`config.mk`:
```
export PLATFORM = sky130hd
export DESIGN_NAME = batch_sequencer
export DESIGN_NICKNAME = d
export VERILOG_FILES = /design/src/rtl/batch_sequencer_pkg.sv /design/src/rtl/batch_sequencer.sv
export SDC_FILE = /design/constraint.sdc
export NUM_CORES = 1
export LEC_CHECK = 0
export ABC_AREA = 1
export CAP_MARGIN = 0
export CORE_MARGIN = 5
export CORE_UTILIZATION = 40
export CTS_BUF_LIST = sky130_fd_sc_hd__clkbuf_8 sky130_fd_sc_hd__clkbuf_16
export DETAILED_ROUTE_END_ITERATION = 16
export GPL_TIMING_DRIVEN = 1
export PLACE_DENSITY = 0.66
export SETUP_SLACK_MARGIN = 0.05
export SYNTH_ARGS = -nofsm -noshare
export SYNTH_HDL_FRONTEND = slang
export SYNTH_SLANG_ARGS = --single-unit
```
`constraint.sdc`:
```
create_clock -name clk -period 2.3 [get_ports clk]
set_input_delay 0.345 -clock clk [delete_from_list [all_inputs] [get_ports clk]]
set_output_delay 0.345 -clock clk [all_outputs]
set_load 0.01 [all_outputs]
```
`src/rtl/batch_sequencer_pkg.sv`:
```
// rtl/batch_sequencer_pkg.sv - transpose-conv shared types and layer D1 constants
package batch_sequencer_pkg;

  // Batch-loop FSM states
  typedef enum logic [2:0] {
    ST_IDLE       = 3'd0,
    ST_LOAD_REQ   = 3'd1,
    ST_LOAD_WAIT  = 3'd2,
    ST_SCHED_GO   = 3'd3,
    ST_SCHED_WAIT = 3'd4,
    ST_ADVANCE    = 3'd5,
    ST_FINISH     = 3'd6
  } seq_state_t;

  // Layer D1: 256 rows x 512 cols, 32 tiles split into 8 weight batches of 4 tiles
  localparam int D1_NUM_BATCHES      = 8;
  localparam int D1_TILES_PER_BATCH  = 4;
  localparam int D1_PASSES_PER_BATCH = 128;

  // Width of the per-wait-state watchdog counter
  localparam int WDOG_W = 21;

endpackage

```
`src/rtl/batch_sequencer.sv`:
```
// rtl/batch_sequencer.sv - weight-reload batch loop in front of the transpose-conv tile scheduler (optional watchdog: BATCH_SEQ_WATCHDOG_EN)
module batch_sequencer
  import batch_sequencer_pkg::*;
#(
  parameter int NUM_BATCHES = D1_NUM_BATCHES,
  parameter int BATCH_W     = 3
`ifdef BATCH_SEQ_WATCHDOG_EN
  ,
  parameter int WDOG_CYCLES = 1048576
`endif
) (
  input  logic               clk,
  input  logic               rst_n,
  input  logic               start_layer,
  input  logic               abort,
  output logic               wt_load_req,
  output logic [BATCH_W-1:0] wt_batch_id,
  input  logic               wt_load_done,
  output logic               sched_start,
  output logic [BATCH_W-1:0] sched_batch_id,
  input  logic               sched_done,
  input  logic               sched_batch_complete,
  output logic               busy,
  output logic [BATCH_W:0]   batches_done,
  output logic               layer_done,
  output logic               seq_err
`ifdef BATCH_SEQ_WATCHDOG_EN
  ,
  output logic               wdog_trip
`endif
);

  localparam logic [BATCH_W-1:0] LAST_BATCH = BATCH_W'(NUM_BATCHES - 1);

  seq_state_t         state, state_nxt;
  logic [BATCH_W-1:0] batch_cnt, cnt_nxt;
  logic [BATCH_W:0]   done_nxt;
  logic               err_nxt;
  logic               stop;

`ifdef BATCH_SEQ_WATCHDOG_EN
  localparam logic [WDOG_W-1:0] WDOG_LAST = WDOG_W'(WDOG_CYCLES - 1);

  logic [WDOG_W-1:0] wdog_cnt;
  logic              in_wait;
  logic              wdog_fire;

  assign in_wait   = (state == ST_LOAD_WAIT) || (state == ST_SCHED_WAIT);
  assign wdog_fire = in_wait && (wdog_cnt == WDOG_LAST);
  assign stop      = abort | wdog_fire;

  // Watchdog counts cycles spent in one wait state; any state change restarts it
  always_ff @(posedge clk or negedge rst_n) begin
    if (!rst_n) begin
      wdog_cnt  <= '0;
      wdog_trip <= 1'b0;
    end else begin
      wdog_trip <= wdog_fire;
      if (state_nxt != state || !in_wait) begin
        wdog_cnt <= '0;
      end else begin
        wdog_cnt <= wdog_cnt + WDOG_W'(1);
      end
    end
  end
`else
  assign stop = abort;
`endif

  // State register
  always_ff @(posedge clk or negedge rst_n) begin
    if (!rst_n) begin
      state <= ST_IDLE;
    end else begin
      state <= state_nxt;
    end
  end

  // Next state, next batch counter/count and error flag; abort (or watchdog) overrides every transition
  always_comb begin
    state_nxt = state;
    cnt_nxt   = batch_cnt;
    done_nxt  = batches_done;
    err_nxt   = seq_err;

    if (stop) begin
      state_nxt = ST_IDLE;
    end else begin
      case (state)
        ST_IDLE: begin
          if (start_layer) begin
            state_nxt = ST_LOAD_REQ;
            cnt_nxt   = '0;
            done_nxt  = '0;
            err_nxt   = 1'b0;
          end
        end
        ST_LOAD_REQ:  state_nxt = ST_LOAD_WAIT;
        ST_LOAD_WAIT: begin
          if (wt_load_done) begin
            state_nxt = ST_SCHED_GO;
          end
        end
        ST_SCHED_GO:  state_nxt = ST_SCHED_WAIT;
        ST_SCHED_WAIT: begin
          if (sched_done) begin
            state_nxt = ST_ADVANCE;
            done_nxt  = batches_done + (BATCH_W+1)'(1);
          end
        end
        ST_ADVANCE: begin
          // Compare before incrementing so the counter never wraps
          if (batch_cnt == LAST_BATCH) begin
            state_nxt = ST_FINISH;
          end else begin
            cnt_nxt   = batch_cnt + BATCH_W'(1);
            state_nxt = ST_LOAD_REQ;
          end
        end
        ST_FINISH:    state_nxt = ST_IDLE;
        default:      state_nxt = ST_IDLE;
      endcase
    end

    // Protocol errors are sticky; stray pulses are otherwise ignored
    if (state == ST_SCHED_WAIT && (sched_done != sched_batch_complete)) begin
      err_nxt = 1'b1;
    end
    if (wt_load_done && state != ST_LOAD_WAIT) begin
      err_nxt = 1'b1;
    end
    if (sched_done && state != ST_SCHED_WAIT) begin
      err_nxt = 1'b1;
    end
`ifdef BATCH_SEQ_WATCHDOG_EN
    if (wdog_fire) begin
      err_nxt = 1'b1;
    end
`endif
  end

  // Registered outputs decoded from the next state so each appears on the edge that enters its state
  always_ff @(posedge clk or negedge rst_n) begin
    if (!rst_n) begin
      batch_cnt      <= '0;
      wt_load_req    <= 1'b0;
      wt_batch_id    <= '0;
      sched_start    <= 1'b0;
      sched_batch_id <= '0;
      busy           <= 1'b0;
      batches_done   <= '0;
      layer_done     <= 1'b0;
      seq_err        <= 1'b0;
    end else begin
      batch_cnt    <= cnt_nxt;
      wt_load_req  <= (state_nxt == ST_LOAD_REQ) || (state_nxt == ST_LOAD_WAIT);
      sched_start  <= (state_nxt == ST_SCHED_GO);
      busy         <= (state_nxt != ST_IDLE);
      batches_done <= done_nxt;
      layer_done   <= (state_nxt == ST_FINISH);
      seq_err      <= err_nxt;
      // Batch id is loaded with the reload request and held through the scheduler run
      if (state_nxt == ST_LOAD_REQ) begin
        wt_batch_id    <= cnt_nxt;
        sched_batch_id <= cnt_nxt;
      end
    end
  end

endmodule

```
; ---- Word-level counts from Yosys, hierarchy flattened
; Cells that the tools add are included.
[op_classes]
muxes = 19
add_sub_neg = 2
eq_ne = 16
bitwise = 1
reduce_logical = 11
[op_table]
columns = operator, n
row1 = two-way mux 3 bit, 8
row2 = one-hot mux 3 bit (6 select lines), 1
row3 = "== test 3 x 2 -> 1 bit, second input constant", 4
row4 = "== test 3 bit, second input constant", 4
row5 = two-way mux 4 bit, 2
row6 = one-hot mux 4 bit (2 select lines), 1
row7 = nonzero test 4 bit, 2
row8 = "== test 3 x 1 -> 1 bit, second input constant", 2
row9 = two-way mux 1 bit, 6
row10 = one-hot mux 3 bit (2 select lines), 1
row11 = "adder 4 x 1 -> 4 bit, second input constant", 1
row12 = "inequality test 2 bit, second input constant", 2
row13 = "inequality test 4 x 1 -> 1 bit, second input constant", 1
row14 = AND reduction 4 bit, 1
row15 = "adder 3 x 1 -> 3 bit, second input constant", 1
row16 = logical AND 1 bit, 3
row17 = zero test 3 bit, 1
row18 = "inequality test 3 x 2 -> 1 bit, second input constant", 1
row19 = "inequality test 3 bit, second input constant", 1
row20 = AND reduction 3 bit, 1
row21 = nonzero test 3 bit, 1
row22 = nonzero test 2 bit, 1
row23 = logical OR 1 bit, 1
row24 = inequality test 1 bit, 1
row25 = inverter 1 bit, 1
[totals]
out_inout_bits = 15
regBits = 18
in_bits = 7
elab_cells = 58

; ---- Logic depth before layout (Yosys ltp)
[depth]
word_depth = 6
depth_mapped = 8

; ---- Least setup slack after synthesis
; OpenSTA, ideal clock, no wires.
[synth_timing]
path_type = flip-flop to flip-flop
start = register state[1]
end = register batches_done[0]
arrival_time_ps = 1100
setup_ps = 117
synth_period_minus_slack_ps = 1217
stages_incl_launch_ff = 7
path_slack_ps = 1083
path_cell_list = dfrtp_1 nor2_4 nand3b_1 nor2_4 inv_2 nor2_2 nor2_1
[synth_between]
elab_chain_cells = 3
word_cells_on_any_way = 7
[synth_lines]
columns = item, line_no
row1 = start: declaration, batch_sequencer.sv:35  ; seq_state_t state, state_nxt;
row2 = start signal: assignment, batch_sequencer.sv:75  ; state <= state_nxt;
row3 = == test 3 bit or zero test 3 bit (tied branches), batch_sequencer.sv:89  ; case (state)
row4 = inequality test 2 bit (no line) or nonzero test 2 bit (tied branches), n/a
row5 = AND reduction 4 bit (no line), n/a
row6 = end signal: assignment, batch_sequencer.sv:159  ; batches_done <= done_nxt;
row7 = end: declaration, batch_sequencer.sv:24  ; output logic [BATCH_W:0] batches_done,
; Several ways; a longest one is shown, not always the timed one.
; A chain may end at the register's enable or synchronous reset.

; ---- Worst setup path in the final report
[layout_timing]
start = register batches_done[0]
end = output port batches_done[0]
; No word-level cell between the ends.

==> implementation parameters <==
Parameter                              Value

Placed design
  Placed insts    162
  Weighted congestion at the end of routability-driven global placement    0.756
  Dpl hpwl    1460 µm
  Count of input and output buffers    21

Power and ir drop
  Switching share of total power    0.269
  Relative contribution of sequential cells to total power    0.474
  Power density over the cells    604 mW/mm²
  Switching power total    202 µW
  Logic gate share of total power    0.182
  Internal cell power    549 µW
  Power share of the clock group    0.344
  Leakage power    0.650 nW
  Total power    751 µW
  Worst voltage drop across the vdd grid    0.448 mV

STA
  Endpoints failing hold    0
  Worst hold slack after final layout    0.411 ns
  Fmax    0.631 GHz
  Relative slew slack    0.796
  Period minus WS final    1.58 ns
  Count of pins over their slew limit    0
  Setup TNS after final layout    0 ns
  Least-Margin Pin Slew    0.306 ns
  Post-route clock period utilization    0.689
  RSZ-0062 raised after global routing    false
  Total of endpoints with negative setup slack in the final report    0
  Worst clock skew    0.00334 ns

Layout
  Commonest non-fill, non-tap cells in the layout    sky130_fd_sc_hd__nand2_1 (35), sky130_fd_sc_hd__clkdlybuf4s50_1 (21), sky130_fd_sc_hd__dfrtp_1 (18), sky130_fd_sc_hd__nand3_1 (13), sky130_fd_sc_hd__inv_1 (11)
  Fraction of final layout cells sized beyond drive strength 1    0.145
  Most common cell after layout, fill and taps aside    sky130_fd_sc_hd__nand2_1
  Number of standard cells in the final layout excluding fillers    166
  Synth-to-Final Area Change    28.3%
  Antenna Diode Count    0
  Net count of the finished layout    148

Die
  Initial standard-cell utilization of the core    0.430
  Number of placement rows    17
  Number of top-level pins    22
  Core area    0.00225 mm²
  Die area    0.00351 mm²
  DIE HEIGHT    59.2 µm
  Width of the chip    59.2 µm

Worst setup path
  Worst-path fanout max    5
  Critical path cell sequence    clkdlybuf4s50_1
  Buffers and inverters on the worst path    1
  Required time of the critical path    1.96 ns
  WP data arrival    1.24 ns
  Delay-heaviest family, CP    buffers and inverters
  Critical-path cell with the highest stage delay    sky130_fd_sc_hd__clkdlybuf4s50_1
  Class of the most critical setup path    flip-flop to primary output
  Type of element capturing the critical path    primary output
  Element type at the critical path start    flip-flop
  Slowest cell delay on critical path    0.56 ns

Synth
  Netlist area before placement    970 µm²
  Largest cells by area after synthesis    sky130_fd_sc_hd__dfrtp_1 (46%), sky130_fd_sc_hd__nand2_1 (14%), sky130_fd_sc_hd__nand3_1 (6.7%), sky130_fd_sc_hd__inv_1 (4.3%), sky130_fd_sc_hd__nor2_4 (3.5%)
  Number of distinct library cell variants in the gate-level netlist after synthesis    21
  Fraction of post-synthesis cell area in the top cell type by area    0.465
  Synthesized area per cell    8.36 µm²
  Register bit total from synthesis    18
  Number of warnings printed during yosys synthesis    0
  Total nets after synthesis    125
  Sequential share of the synthesized area    0.465
  Cell type with the highest aggregate area in the netlist    sky130_fd_sc_hd__dfrtp_1
  Cell count after synthesis    116

Clocking
  Num Clock Sinks    18
  Deepest level of the CTS H-tree    1
  Number of buffers created by CTS    3
  Root buffer cell    sky130_fd_sc_hd__clkbuf_8
  Number of buffers inserted by hold repair at cts    0
  Clock latency on the worst-skew pair    0.25 ns
  CTS tree    done
  # Post-CTS Setup Buffers    0
  Maximum clock path buffer count    2
  Count of cells resized by post-cts repair    0
  Clock slew seen by the registers of the worst setup and hold paths    0.07 ns

Global route
  Overall track demand over capacity in global routing    0.122
  Number of antenna violations at the first check in global routing    0
  Leftover overflow at the end of global routing    0
  Maximum number of pins on one net before global-route repair    19
  Via count of the first global-routing pass    763
  Wire length of the first global-routing pass    3240 µm

Detailed routing
  Number of antenna-violating nets in the routed design    0
  Uppermost layer routed    met4
  Routed vias    787
  Count of routing violations after the opening detailed-route iteration    11
  Met3 wire len    137 µm
  Met2 routed wirelength    888 µm
  Via count normalized by instance count    4.74
  Total iterations of the first detailed-routing run    4
  Post-Route WL    1930 µm
  Drc violations    0
  Detailed-route wire length per cell    11.6 µm
  Routed length on met1    880 µm

Outcome
  Outcome    completed

Worst hold path
  Hold Crit Class    primary input to asynchronous set/reset pin

Flow run
  Max capacitance violation total    0
flip-flops by register name, summed over array words and instances (netlist names):
| name | cells |
|---|---|
| batches_done | 4 |
| batch_cnt | 3 |
| sched_batch_id | 3 |
| state | 3 |
| busy | 1 |
| layer_done | 1 |
| sched_start | 1 |
| seq_err | 1 |
| wt_load_req | 1 |
final timing paths:
path / from / to / slack, ns / cells after the start
setup / recovery: batches_done[0] / batches_done[0] / 0.72 / 1
hold / removal: rst_n / seq_err / 0.41 / 2
setup reg to reg: state[1] / batches_done[0] / 0.95 / 6
hold reg to reg: batch_cnt[1] / batch_cnt[1] / 0.50 / 2
max in group asynchronous: rst_n / sched_batch_id[2] / 1.69 / 2
min in group clk: batch_cnt[1] / batch_cnt[1] / 0.50 / 2
Yosys cell counts (all sizes together):
| library cell | count |
|---|---|
| nand2 | 38 |
| nand3b | 2 |
| inv | 14 |
| nor2 | 13 |
| ha | 2 |
| dfrtp | 18 |
| o21bai | 1 |
| nand3 | 15 |
| o21ai | 2 |
| xor2 | 2 |
| a21oi | 3 |
| nand4 | 2 |
| buf | 4 |
cell families after synthesis:
group | Yosys count | share of synthesized area
AOI/OAI and AO/OA | 6 | 0.0452
xor gates and xnor gates | 2 | 0.0181
adders and majority gates | 2 | 0.0258
buffers and inverters | 18 | 0.0890
DFF | 18 | 0.465
and+or+nand+nor | 70 | 0.357
power groups by stage:
stage	Sequential, mW	Combinational (mW)	Clock [mW]
6_report	0.356	0.136	0.259
2_1_floorplan	0.365	0.0715	0
5_1_grt	0.358	0.153	0.284
3_5_place_dp	0.362	0.138	0
3_3_place_gp	0.361	0.136	0
4_1_cts	0.356	0.139	0.267
through the flow:
| step | util | worst slack, ns | cell area [µm²] |
|---|---|---|---|
| final | 0.552 | 0.716 | 1240 |
| after detailed placement | 0.527 | 0.634 | 1190 |
| after CTS | 0.552 | 0.717 | 1240 |
| after global placement | 0.527 | 0.680 | 1190 |
| after global routing | 0.552 | 0.686 | 1240 |
| after floorplan | - | 1.08 | 970 |
final cells by class:
type	instances	area [µm²]
clock buffers	4	55.1
fillers	229	1010
flip-flops and latches	18	450
inverters	14	52.6
repair buffers	22	218
multi-input cells	80	433
well taps	28	35.0
layer usage:
| layer | vias up | track usage |
|---|---|---|
| met3 | 2 | 0.0436 |
| met5 | - | 0 |
| met2 | 18 | 0.184 |
| met1 | 362 | 0.156 |
| li1 | 405 | - |
| met4 | 0 | 0.0485 |
Note: power is estimated with default switching activity, not from simulation.
